$ cat src/rtl/mux_nto1_skid.sv
// Purpose: N-way WIDTH-bit operand select feeding the EX operand registers, with a 2-entry skid queue.
// Latency: 1 cycle from accept to data_o when the queue is empty or the head pops that same cycle.
// Backpressure: in_ready_o depends only on occupancy (low when both entries are full); flush_i drops all beats.
module mux_nto1_skid #(
  parameter int WIDTH = 32,
  parameter int N     = 3,
  parameter int SEL_W = 2
) (
  input  logic               clk_i,
  input  logic               rst_i,
  input  logic               flush_i,
  input  logic               in_valid_i,
  output logic               in_ready_o,
  input  logic [SEL_W-1:0]   sel_i,
  input  logic [N*WIDTH-1:0] data_i,
  output logic               out_valid_o,
  input  logic               out_ready_i,
  output logic [WIDTH-1:0]   data_o,
  output logic [SEL_W-1:0]   sel_o,
  output logic               bad_o,
  output logic               err_o
);

  // Occupancy encoding: number of valid beats held (head, then skid)
  localparam logic [1:0] ST_EMPTY = 2'd0;
  localparam logic [1:0] ST_ONE   = 2'd1;
  localparam logic [1:0] ST_TWO   = 2'd2;

  logic [1:0]       state_q;
  logic [1:0]       state_d;

  logic [WIDTH-1:0] head_data_q;
  logic [SEL_W-1:0] head_sel_q;
  logic             head_bad_q;

  logic [WIDTH-1:0] skid_data_q;
  logic [SEL_W-1:0] skid_sel_q;
  logic             skid_bad_q;

  logic             err_q;

  logic [WIDTH-1:0] beat_data;
  logic             beat_bad;

  logic             accept;
  logic             push;

  logic             head_from_beat;
  logic             head_from_skid;
  logic             head_clr;
  logic             skid_load;
  logic             skid_clr;

  // Ready is a function of stored occupancy only, so no combinational path from out_ready_i
  assign in_ready_o  = (state_q != ST_TWO) & ~rst_i;
  assign out_valid_o = (state_q != ST_EMPTY);
  assign accept      = in_valid_i & in_ready_o;
  assign push        = out_valid_o & out_ready_i;

  // Head registers are cleared whenever the queue drains, so outputs read as zero when idle
  assign data_o = head_data_q;
  assign sel_o  = head_sel_q;
  assign bad_o  = head_bad_q;
  assign err_o  = err_q;

  // Pick the incoming channel; an out-of-range select yields zero data and flags the beat
  always_comb begin
    beat_data = '0;
    beat_bad  = 1'b1;
    for (int k = 0; k < N; k++) begin
      if (sel_i == SEL_W'(k)) begin
        beat_data = data_i[k*WIDTH +: WIDTH];
        beat_bad  = 1'b0;
      end
    end
  end

  // Occupancy transitions and register-update strobes; flush overrides everything
  always_comb begin
    state_d        = state_q;
    head_from_beat = 1'b0;
    head_from_skid = 1'b0;
    head_clr       = 1'b0;
    skid_load      = 1'b0;
    skid_clr       = 1'b0;
    if (flush_i) begin
      state_d  = ST_EMPTY;
      head_clr = 1'b1;
      skid_clr = 1'b1;
    end else begin
      case (state_q)
        ST_EMPTY: begin
          if (accept) begin
            state_d        = ST_ONE;
            head_from_beat = 1'b1;
          end
        end
        ST_ONE: begin
          if (accept && push) begin
            head_from_beat = 1'b1;
          end else if (accept) begin
            state_d   = ST_TWO;
            skid_load = 1'b1;
          end else if (push) begin
            state_d  = ST_EMPTY;
            head_clr = 1'b1;
          end
        end
        ST_TWO: begin
          if (push) begin
            state_d        = ST_ONE;
            head_from_skid = 1'b1;
            skid_clr       = 1'b1;
          end
        end
        default: begin
          // Unreachable encoding: recover to a clean empty queue
          state_d  = ST_EMPTY;
          head_clr = 1'b1;
          skid_clr = 1'b1;
        end
      endcase
    end
  end

  // Occupancy register
  always_ff @(posedge clk_i or posedge rst_i) begin
    if (rst_i) begin
      state_q <= ST_EMPTY;
    end else begin
      state_q <= state_d;
    end
  end

  // Head entry: loads a fresh beat, promotes the skid entry, or clears when drained
  always_ff @(posedge clk_i or posedge rst_i) begin
    if (rst_i) begin
      head_data_q <= '0;
      head_sel_q  <= '0;
      head_bad_q  <= 1'b0;
    end else if (head_clr) begin
      head_data_q <= '0;
      head_sel_q  <= '0;
      head_bad_q  <= 1'b0;
    end else if (head_from_beat) begin
      head_data_q <= beat_data;
      head_sel_q  <= sel_i;
      head_bad_q  <= beat_bad;
    end else if (head_from_skid) begin
      head_data_q <= skid_data_q;
      head_sel_q  <= skid_sel_q;
      head_bad_q  <= skid_bad_q;
    end
  end

  // Skid entry: captures the beat accepted while the head is stalled
  always_ff @(posedge clk_i or posedge rst_i) begin
    if (rst_i) begin
      skid_data_q <= '0;
      skid_sel_q  <= '0;
      skid_bad_q  <= 1'b0;
    end else if (skid_clr) begin
      skid_data_q <= '0;
      skid_sel_q  <= '0;
      skid_bad_q  <= 1'b0;
    end else if (skid_load) begin
      skid_data_q <= beat_data;
      skid_sel_q  <= sel_i;
      skid_bad_q  <= beat_bad;
    end
  end

  // Sticky error: any accepted out-of-range select, survives flush, cleared only by reset
  always_ff @(posedge clk_i or posedge rst_i) begin
    if (rst_i) begin
      err_q <= 1'b0;
    end else if (accept && beat_bad) begin
      err_q <= 1'b1;
    end
  end

endmodule
$ cat config.mk
export PLATFORM = sky130hd
export DESIGN_NAME = mux_nto1_skid
export DESIGN_NICKNAME = d
export VERILOG_FILES = /design/src/rtl/mux_nto1_skid.sv
export SDC_FILE = /design/constraint.sdc
export NUM_CORES = 1
export LEC_CHECK = 0
export BUFFER_PORTS_ARGS = -buffer_cell sky130_fd_sc_hd__buf_2
export CORE_AREA = 2 2 95 97
export CTS_BUF_LIST = sky130_fd_sc_hd__clkbuf_4
export DETAILED_ROUTE_END_ITERATION = 8
export DIE_AREA = 0 0 97 99
export HOLD_SLACK_MARGIN = 0.08
export PLACE_DENSITY = 0.81
export SLEW_MARGIN = 25
export SYNTH_ARGS = -nofsm -noshare
export SYNTH_HDL_FRONTEND = slang
export SYNTH_SLANG_ARGS = --single-unit
$ cat constraint.sdc
create_clock -name clk_i -period 2.3 [get_ports clk_i]
set_input_delay 0.46 -clock clk_i [delete_from_list [all_inputs] [get_ports clk_i]]
set_output_delay 0.46 -clock clk_i [all_outputs]
set_load 0.01 [all_outputs]
**Word-level counts from Yosys, hierarchy flattened**

Index checks and enable logic that the tools add are counted.
Widths: inputs -> output; s select.

- Equality and inequality tests: 9
- Muxes and demuxes: 44
- Bitwise gates (word level): 4
- Reductions and logical operators: 10

Operator list:

| operator | count |
|---|---|
| $mux 32 | 8 |
| $mux 2 | 11 |
| $mux 1 | 21 |
| $ne 3x3->1 const B | 3 |
| $pmux 1 s2 | 3 |
| $pmux 2 s3 | 1 |
| $eq 2x1->1 const B | 2 |
| $eq 2x2->1 const B | 2 |
| $logic_not 2->1 | 2 |
| $ne 4x4->1 const B | 1 |
| $reduce_and 4->1 | 1 |
| $reduce_bool 2->1 | 2 |
| $reduce_or 2->1 | 2 |
| $and 1x1->1 | 3 |
| $reduce_bool 3->1 | 1 |
| $logic_and 1x1->1 | 2 |
| $ne 2x2->1 const B | 1 |
| $not 1->1 | 1 |

- Register bits: 73
- Bits of input ports: 103
- Output and inout port bits: 38

**Logic depth before layout (Yosys ltp)**

Gate-level depths: netlist of run 1.

- Word-level depth: 9
- Mapped depth: 7

**Least setup slack after synthesis of run 1**

No wires, ideal clock.

- Path type: in2reg
- From: input port out_ready_i
- To: register head_data_q[11] (netlist: data_o[11])
- Setup time: 0.083 ns
- Arrival time: 1.607 ns
- Setup slack: 0.610 ns
- Stages: 6
- Buffers on the path: 3
- Path through: buf_4 -> or2b_4 -> or4b_4 -> buf_6 -> buf_6 -> o22ai_1

- Longest elaborated chain between the ends: 7
- Elaborated cells between the ends (all ways): 15
- Those cells by class: mux: 12; bitwise: 1; reduce/logical: 2

Ends and longest elaborated chain:

| item | line | RTL |
|---|---|---|
| start: declaration | 17 | `input logic out_ready_i,` |
| $and 1x1->1 * | 58 | `assign push = out_valid_o & out_ready_i;` |
| $mux 1 or $logic_and 1x1->1 (tied branches) | 104, 110, 99 |  |
| $mux 1, on equally long branches | 101, 99 |  |
| $mux 1 or $pmux 1 s2 (tied branches) | 99, 91 |  |
| $pmux 1 s2 or $mux 1 (tied branches) | 91, 86 |  |
| $mux 1 or $mux 32 (tied branches) | 86, 145 |  |
| $reduce_bool 3->1 (no source line) or $mux 32 (tied branches) | -- |  |
| end signal: assignment | 146 | `head_data_q <= beat_data;` |
| end signal: assignment | 150 | `head_data_q <= skid_data_q;` |
| end: declaration | 32 | `logic [WIDTH-1:0] head_data_q;` |

Mark *: on every way between the ends. The rest lies on a longest branch, timed or not.
A chain may end at the register's enable or synchronous reset.

**Worst setup path in the final report of run 1**

- From: register state_q[1]
- To: output port in_ready_o

- Longest elaborated chain between the ends: 2

Ends and longest elaborated chain:

| item | line | RTL |
|---|---|---|
| start: declaration | 29 | `logic [1:0] state_q;` |
| start signal: assignment | 131 | `state_q <= state_d;` |
| $ne 2x2->1 | 55 | `assign in_ready_o = (state_q != ST_TWO) & ~rst_i;` |
| $and 1x1->1 | 55 |  |
| end: declaration | 13 | `output logic in_ready_o,` |

No other way between the ends.

==> results of run 1 <==
-- how the worst max path moves through the flow --
| stage | startpoint | to | slack (ns) | depth (start not counted) |
|---|---|---|---|---|
| after detailed placement | out_ready_i | skid_data_q[1] | 0.26 | 4 |
| after global routing | state_q[1] | in_ready_o | 0.12 | 4 |
| after floorplan | out_ready_i | data_o[11] | 0.61 | 6 |
| after CTS | state_q[1] | in_ready_o | 0.21 | 4 |
| after global placement | out_ready_i | skid_data_q[1] | 0.32 | 4 |
| final | state_q[1] | in_ready_o | 0.23 | 4 |
-- synthesized netlist by cell type, types with 3 or more instances --
cell	n
a21o_1	32
nor2_1	38
buf_2	18
a21oi_1	35
o22ai_1	32
buf_6	4
inv_1	3
a22o_1	34
mux2i_1	65
dfrtp_1	73
clkbuf_1	10
-- cell type report --
cell class,count,area [sq um]
Clock buffer,10,75.07
Clock inverter,5,23.77
Fill cell,778,3727
Inverter,3,15.01
Multi-Input combinational cell,262,1934
Sequential cell,73,1827
Tap cell,108,135.1
Timing Repair Buffer,150,813.3
-- registers in the layout (all words and copies together), names as in the netlist --
signal / cells
skid_data_q: 32
state_q: 2
sel_o: 2
err_o: 1
skid_sel_q: 2
bad_o: 1
skid_bad_q: 1
data_o: 32
-- power groups by stage --
stage | Sequential [mW] | Clock, mW | Combinational (mW)
after floorplan | 1.37 | 0 | 0.276
after global placement | 1.36 | 0 | 0.463
after detailed placement | 1.36 | 0 | 0.478
after CTS | 1.34 | 0.660 | 0.479
after global routing | 1.34 | 0.714 | 0.527
final | 1.34 | 0.636 | 0.475
-- kinds of logic after synthesis --
logic type | synth area share [%]
muxes | 16.49
xor gates and xnor gates | 0.2221
AOI/OAI and AO/OA | 25.31
and+or+nand+nor | 6.628
buffers and inverters | 5.043
DFF | 46.31
-- cell usage in the layout, fill, tap and decap left out, types with 2 or more instances in the layout --
cell / n
buf_2: 140
dfrtp_1: 73
mux2i_1: 65
nor2_1: 38
a21oi_1: 35
a22o_1: 34
o22ai_1: 32
a21o_1: 32
clkbuf_4: 10
buf_4: 7
clkinv_2: 4
buf_12: 3
or2_2: 2
o21ai_0: 2
inv_1: 2
nand2_1: 2
nand3_1: 2
a311oi_1: 2
-- metrics by stage --
stage | instances | area [sq um] | util (%) | setup slack, ns
3_3_place_gp | 596 | 4725 | 55.25 | 0.3238
2_1_floorplan | 373 | 3949 | - | 0.6101
3_5_place_dp | 596 | 4725 | 55.25 | 0.2610
5_1_grt | 611 | 4823 | 56.41 | 0.1212
6_report | 611 | 4823 | 56.41 | 0.2280
4_1_cts | 611 | 4823 | 56.41 | 0.2080
-- metal layers --
layer	global-route usage (%)	share of wire [%]	routed length [um]
met5	0	0	0
met4	5.309	0.94	94
met3	5.248	7.8	780
met2	35.52	48	4810
met1	26.92	43	4270
==> metrics, run 1 <==
setup tns final 0 ns; All-Layer GR Usage 20.90%; largest area contributor in the netlist dfrtp_1; CTS Buffer Depth 2; FF-to-FF path depth 3; worst-skew pair later-pin latency 0.40 ns; Worst EP required 1.84 ns; I/O pin cnt 141; drt pass-1 iters 6; Crit. End Element output pin; post-synthesis cell area 3945 sq um; CTS Hold Bufs 0; transition time of the tightest slew-check pin 0.9705 ns; Die H 99 um; yosys warns 0; status completed; TritonCTS clock tree built; share of cells above drive strength 1 34.79%; initial antenna violation count 0; vias in the first global route 3459; largest net degree at the start of global routing 39; total number of vias 3375; drc violations 0; worst r2r dst skid_data_q[22]; Synth Flop Type dfrtp_1; Buf/Inv on CP 2; Hold WS 0.1994 ns; worst hold-check path type in -> async; Crit path largest cell delay 0.54 ns; # clock sinks 73; CTS Buf Count 9; startpoint types flop; DR iter-0 viols 123; final hold violations 0; Gate power share 19.4%; power per cell area 507.2 nW/um^2; sw frac 28.57%; Pint 1.748 mW; total chip power 2.447 mW; Detail Placement HPWL 6927 um; Max-Cap Viols 0; num rows 34; reg-to-reg setup timing slack 0.39 ns; clk slew on worst S/H paths 0.11 ns; Remaining Overflow, GRT 0; Reg2Reg Launch Point state_q[0]; Psw 0.6990 mW; most area-consuming cells after synthesis dfrtp_1 (46%), mux2i_1 (16%), a22o_1 (7.5%); Root Driver clkbuf_4; Peak VDD IR 0.0002470 V; Critical Path Fanout Max 9; Die W 97 um; leak pwr 2.849 nW; Syn Nets 476; first-pass GRT wire length 16450 um; crit path time final 2.072 ns; CTS resizes 0; routability cong. 0.7851; routed vias/inst 5.524; Port Buffers 140; RSZ-0062 raised after global routing no; asr flop ratio synth 100.0%; Layout area overhead 22.26%; Setup CP Type reg -> out; Seq cells post-synth 73; Wirelength per Cell 16.29 um; die area 9603 sq um; WL final 9956 um; Worst slew margin 35.16%; Seq/Total Area, Yosys 46.31%; Post-synth EDFFs 0; Clock Power Share 26.0%; H-tree depth 3; Routed Antenna Nets 0; final worst path period share 90.09%; Yosys top cell area share 46.31%; setup repair bufs after CTS 0; # nets final 602; synthesized instance count 373; starting density of the core 46.14%; Final Slew Violations 0; Syn Area/Cell 10.58 sq um; Peak Freq 482.6 MHz; critical path, cell by cell nor2b_1 -> buf_4 -> nor2_1 -> buf_2; slowest CP cell dfrtp_1; final setup violation count 0; sequential share of power 54.6%; Synth cell types 33; core box area 8551 sq um; Post-Route Skew 0.01456 ns; CP top delay family flip-flops; diodes inserted 0; worst path arrival time 1.61 ns
No activity file was read; power rests on OpenSTA's default activity.
==> run 2: changes to the inputs <==
==> constraint.sdc (replaced) <==
create_clock -name clk_i -period 1.9 [get_ports clk_i]
set_input_delay 0.38 -clock clk_i [delete_from_list [all_inputs] [get_ports clk_i]]
set_output_delay 0.38 -clock clk_i [all_outputs]
set_load 0.01 [all_outputs]
==> run 2 against run 1 <==
  * Non-clock buffer count increased by 12
  * Utilization up 1.9 points
  * Sequential power up 21%
  * Clock-buffer cell count decreased by 1
  * Register-to-register slack worse by 0.22 ns
  * Critical path depth is 2 higher
  * Sequential share of layout area down 1.2 points
  * Final cell count grew 2.1%
  * Combinational power grew 26%
  * First-iteration DRC count fell by 5.7%
  * Largest cell class unchanged
==> metrics, run 2 (synthesis results as in run 1) <==
Setup Slack @ Placement 0.08664 ns; Worst slew margin 73.82%; routability cong. 0.8175; H-tree depth 3; status completed; Peak Freq 528.1 MHz; crit path time final 1.894 ns; TritonCTS clock tree built; Max-Cap Viols 0; drc violations 0; worst path arrival time 2.20 ns; hold depth 2; # clock sinks 73; CTS Buffer Depth 2; Crit. End Element flop; first-pass GRT wire length 16910 um; fill count 757; Post-Route Skew 0.01393 ns; routed vias/inst 5.603; vias in the first global route 3552; FF-to-FF path depth 4; Die W 97 um; Final Slew Violations 0; die area 9603 sq um; Die H 99 um; startpoint types input port; commonest non-fill, non-tap cell in the layout buf_2; final setup violation count 0; drt pass-1 iters 4; Remaining Overflow, GRT 0; Critical Path Fanout Max 15; core box area 8551 sq um; CTS Buf Count 9; I/O pin cnt 141; Wirelength per Cell 16.11 um; final worst path period share 99.67%; Peak VDD IR 0.0002949 V; worst hold-check path type in -> reg; # nets final 614; DR iter-0 viols 116; transition time of the tightest slew-check pin 0.3885 ns; multi-input logic area 1937 sq um; final hold violations 0; largest net degree at the start of global routing 74; commonest cells after routing, fill and taps aside buf_2 (140), dfrtp_1 (72), mux2i_1 (65); num rows 34; diodes inserted 0; power per cell area 628.9 nW/um^2; initial antenna violation count 0; starting density of the core 46.14%; Setup CP Type in -> reg; register area 1828 sq um; worst-skew pair later-pin latency 0.40 ns; Detail Placement HPWL 7243 um; RSZ-0062 raised after global routing no; All-Layer GR Usage 21.43%; leak pwr 2.920 nW; share of cells above drive strength 1 36.05%; Root Driver clkbuf_4; clk slew on worst S/H paths 0.12 ns; setup ws final 0.006283 ns; Port Buffers 140; Routed Antenna Nets 0; total number of vias 3496; setup tns final 0 ns; Worst EP required 2.21 ns; WL final 10050 um; Layout area overhead 26.29%
run 2: cell types whose count changed in the layout (fill, tap and decap cells not counted):
cell / change
buf_4: +7
clkbuf_4: -1
buf_12: +2
clkinv_2: -4
buf_6: +2
bufinv_16: +1
dlygate4sd3_1: +1
nor2b_2: +1
clkinv_4: +1
clkinvlp_4: +1
clkinv_1: +3
dfrtp_2: +1
dfrtp_1: -1
nor2b_1: -1
run 2: layout make-up:
type | instances | area share, %
multi-input cells | 262 | 38.87
flip-flops and latches | 73 | 36.69
repair buffers | 162 | 18.83
well taps | 108 | 2.712
clock buffers | 9 | 1.356
clock inverters | 7 | 1.231
inverters | 3 | 0.3014
run 2: what timing repair did:
action | CTS | global route
cloned | 0 | 0
hold buffers | 1 | 0
endpoints found under the hold margin | 5 | 0
pin swaps | 0 | 0
endpoints found under the setup margin | 1 | 5
gates resized for setup | 2 | 2
setup buffers | 0 | 2
run 2: metrics by stage:
| stage | util, % | hold WS, ns | total power [mW] | std cells | instance area [sq um] |
|---|---|---|---|---|---|
| after floorplan | - | 0.4457 | 1.993 | 373 | 3949 |
| after global placement | 56.34 | 0.4537 | 2.227 | 605 | 4817 |
| after detailed placement | 56.34 | 0.4630 | 2.247 | 605 | 4817 |
| after CTS | 58.00 | 0.2320 | 3.166 | 622 | 4960 |
| after global routing | 58.27 | 0.2331 | 3.306 | 624 | 4982 |
| final | 58.27 | 0.2629 | 3.133 | 624 | 4982 |
run 2: power by group:
part	total (mW)	leakage, nW	internal [mW]	switching [mW]
combinational	0.597	1.85	0.278	0.319
sequential	1.62	1.00	1.59	0.0267
clock	0.917	0.0661	0.387	0.530
total	3.13	2.92	2.26	0.876
run 2: layer usage:
layer | part of all wire (%) | track usage (%) | wire [um]
met5 | 0 | 0 | 0
met1 | 44 | 27.94 | 4374
met4 | 2.0 | 7.584 | 200
met2 | 48 | 34.78 | 4780
met3 | 6.9 | 5.674 | 698
run 2: final timing paths:
kind                         endpoint       start  slack (ns)
setup / recovery             sel_o[0]       rst_i       0.006
hold / removal             state_q[0]     flush_i        0.26
setup reg to reg             sel_o[0]  state_q[0]        0.17
hold reg to reg                 err_o       err_o        0.50
max in group asynchronous  state_q[1]       rst_i        0.95
min in group asynchronous       err_o       rst_i        0.62
run 2: worst max-delay path, cell delays in order:
cell           delay [ns]
dlygate4sd3_1        0.53
buf_2                0.15
nand2b_4             0.19
or4b_4               0.55
buf_6                0.18
a311oi_1             0.22
==> run 3: changes to the inputs <==
--- a/config.mk
+++ b/config.mk
@@ -6,12 +6,12 @@
 export NUM_CORES = 1
 export LEC_CHECK = 0
 export BUFFER_PORTS_ARGS = -buffer_cell sky130_fd_sc_hd__buf_2
-export CORE_AREA = 2 2 95 97
+export CORE_AREA = 2 2 91 93
 export CTS_BUF_LIST = sky130_fd_sc_hd__clkbuf_4
 export DETAILED_ROUTE_END_ITERATION = 8
-export DIE_AREA = 0 0 97 99
+export DIE_AREA = 0 0 93 95
 export HOLD_SLACK_MARGIN = 0.08
-export PLACE_DENSITY = 0.81
+export PLACE_DENSITY = 0.84
 export SLEW_MARGIN = 25
 export SYNTH_ARGS = -nofsm -noshare
 export SYNTH_HDL_FRONTEND = slang
==> constraint.sdc (replaced) <==
create_clock -name clk_i -period 1.83 [get_ports clk_i]
set_input_delay 0.366 -clock clk_i [delete_from_list [all_inputs] [get_ports clk_i]]
set_output_delay 0.366 -clock clk_i [all_outputs]
set_load 0.01 [all_outputs]
==> run 3 against run 2 <==
  * Via count up 1.1%
  * Utilization up 4.9 points
  * Die area down 8.0%
  * Clock-buffer cell count unchanged
  * Non-clock buffer count up 1
  * Sequential share of layout area down 0.17 points
  * Design area up 0.53%
==> metrics, run 3 (synthesis results as in run 1) <==
Die H 95 um; Worst slew margin 69.41%; Crit path largest cell delay 0.53 ns; Peak Freq 572.6 MHz; initial antenna violation count 0; startpoint types flop; Buf/Inv on CP 1; reg-to-reg setup timing slack 0.08 ns; drc violations 0; power per cell area 682.0 nW/um^2; total chip power 3.416 mW; Routed Antenna Nets 0; Root Driver clkbuf_4; Hold Startpoint flush_i; DR iter-0 viols 199; Peak VDD IR 0.0004194 V; critical path, cell by cell or2b_4 -> or4b_4 -> buf_4 -> o22ai_1; # clock sinks 73; core box area 7928 sq um; transition time of the tightest slew-check pin 0.4555 ns; Crit. End Element flop; setup ws final 0.08350 ns; I/O pin cnt 141; Layout area overhead 26.96%; die area 8835 sq um; final worst path period share 95.44%; drt pass-1 iters 4; vias in the first global route 3571; Port Buffers 140; WL final 10320 um; hold depth 2; largest net degree at the start of global routing 74; slowest CP cell or4b_4; status completed; Setup Slack @ Placement 0.05749 ns; Post-Route Skew 0.01600 ns; CP top delay family simple AND/OR/NAND/NOR gates; starting density of the core 49.76%; final setup violation count 0; Max-Cap Viols 0; Final Slew Violations 0; All-Layer GR Usage 23.79%; Critical Path Fanout Max 15; # nets final 615; num rows 33; worst path arrival time 2.08 ns; crit path time final 1.747 ns; routability cong. 0.7914; commonest non-fill, non-tap cell in the layout buf_2; Wirelength per Cell 16.59 um; FF-to-FF path depth 4; worst hold-check path type in -> reg; diodes inserted 0; Remaining Overflow, GRT 0; CTS Buffer Depth 2; CTS Buf Count 9; Setup CP Type reg -> reg; Hold Crit Endpoint state_q[0]; Die W 93 um; Reg2Reg Launch Point state_q[0]; H-tree depth 3; first-pass GRT wire length 16570 um; Detail Placement HPWL 7170 um; leak pwr 2.937 nW; commonest cells after routing, fill and taps aside buf_2 (140), dfrtp_1 (71), mux2i_1 (65); Worst EP required 2.16 ns; total number of vias 3533; share of cells above drive strength 1 36.75%; clk slew on worst S/H paths 0.11 ns; worst r2r dst data_o[21]; routed vias/inst 5.680; final hold violations 0; worst-skew pair later-pin latency 0.42 ns; TritonCTS clock tree built
-- run 3: cell types whose count changed in the layout (fill, tap and decap cells not counted), sizes merged --
cell | before | now
clkinv | 5 | 4
buf | 161 | 162
bufinv | 1 | 2
-- run 3: cell type report --
type	count	area, sq um
inverter	3	15.01
multi-input combinational	262	1942
clock buffer	9	67.56
timing repair buffer	163	938.4
clock inverter	7	85.08
tap	105	131.4
fill	666	2919
sequential	73	1829
-- run 3: worst max-delay path by stage --
| stage | end | start | cells past startpoint |
|---|---|---|---|
| 3_3_place_gp | data_o[5] | rst_i | 5 |
| 4_1_cts | in_ready_o | state_q[0] | 4 |
| 6_report | data_o[21] | state_q[0] | 4 |
| 5_1_grt | data_o[4] | state_q[0] | 4 |
| 2_1_floorplan | data_o[11] | out_ready_i | 6 |
| 3_5_place_dp | data_o[6] | rst_i | 5 |
-- run 3: through the flow --
step | area (sq um) | TNS, ns | hold slack [ns] | utilization [%] | std cells
after floorplan | 3949 | 0 | 0.4317 | - | 373
after global placement | 4806 | 0 | 0.4509 | 60.62 | 601
after detailed placement | 4806 | 0 | 0.4548 | 60.62 | 601
after CTS | 4995 | 0 | 0.2188 | 63.01 | 621
after global routing | 5009 | -0.0004479 | 0.2636 | 63.18 | 622
final | 5009 | 0 | 0.2413 | 63.18 | 622
-- run 3: metal layers --
| layer | vias to the layer above | share of wire, % | wire length, um | GRT usage, % |
|---|---|---|---|---|
| met4 | 0 | 1.0 | 103 | 9.926 |
| met1 | 1706 | 41 | 4251 | 29.90 |
| li1 | 1668 | - | - | - |
| met3 | 13 | 7.6 | 781 | 3.831 |
| met5 | - | 0 | 0 | 0 |
| met2 | 146 | 50 | 5184 | 41.00 |
-- run 3: timing repair --
item / 4_1_cts / 5_1_grt
setup buffers: 3 / 1
setup endpoints to repair: 1 / 7
endpoints found under the hold margin: 35 / 0
cloned: 0 / 0
hold buffers: 1 / 0
resized for setup: 2 / 2
-- run 3: worst register-to-register path: cells and delay by family, from the launching register on --
| kind | cells | cell delay (ns) |
|---|---|---|
| AND/OR/NAND/NOR | 2 | 0.77 |
| flip-flops | 1 | 0.47 |
| buffers and inverters | 1 | 0.23 |
| AO/OA/AOI/OAI | 1 | 0.20 |
-- run 3: where the power goes --
part / switching [mW] / internal [mW] / total (mW)
sequential: 0.0273 / 1.65 / 1.68
combinational: 0.334 / 0.288 / 0.622
clock: 0.572 / 0.540 / 1.11
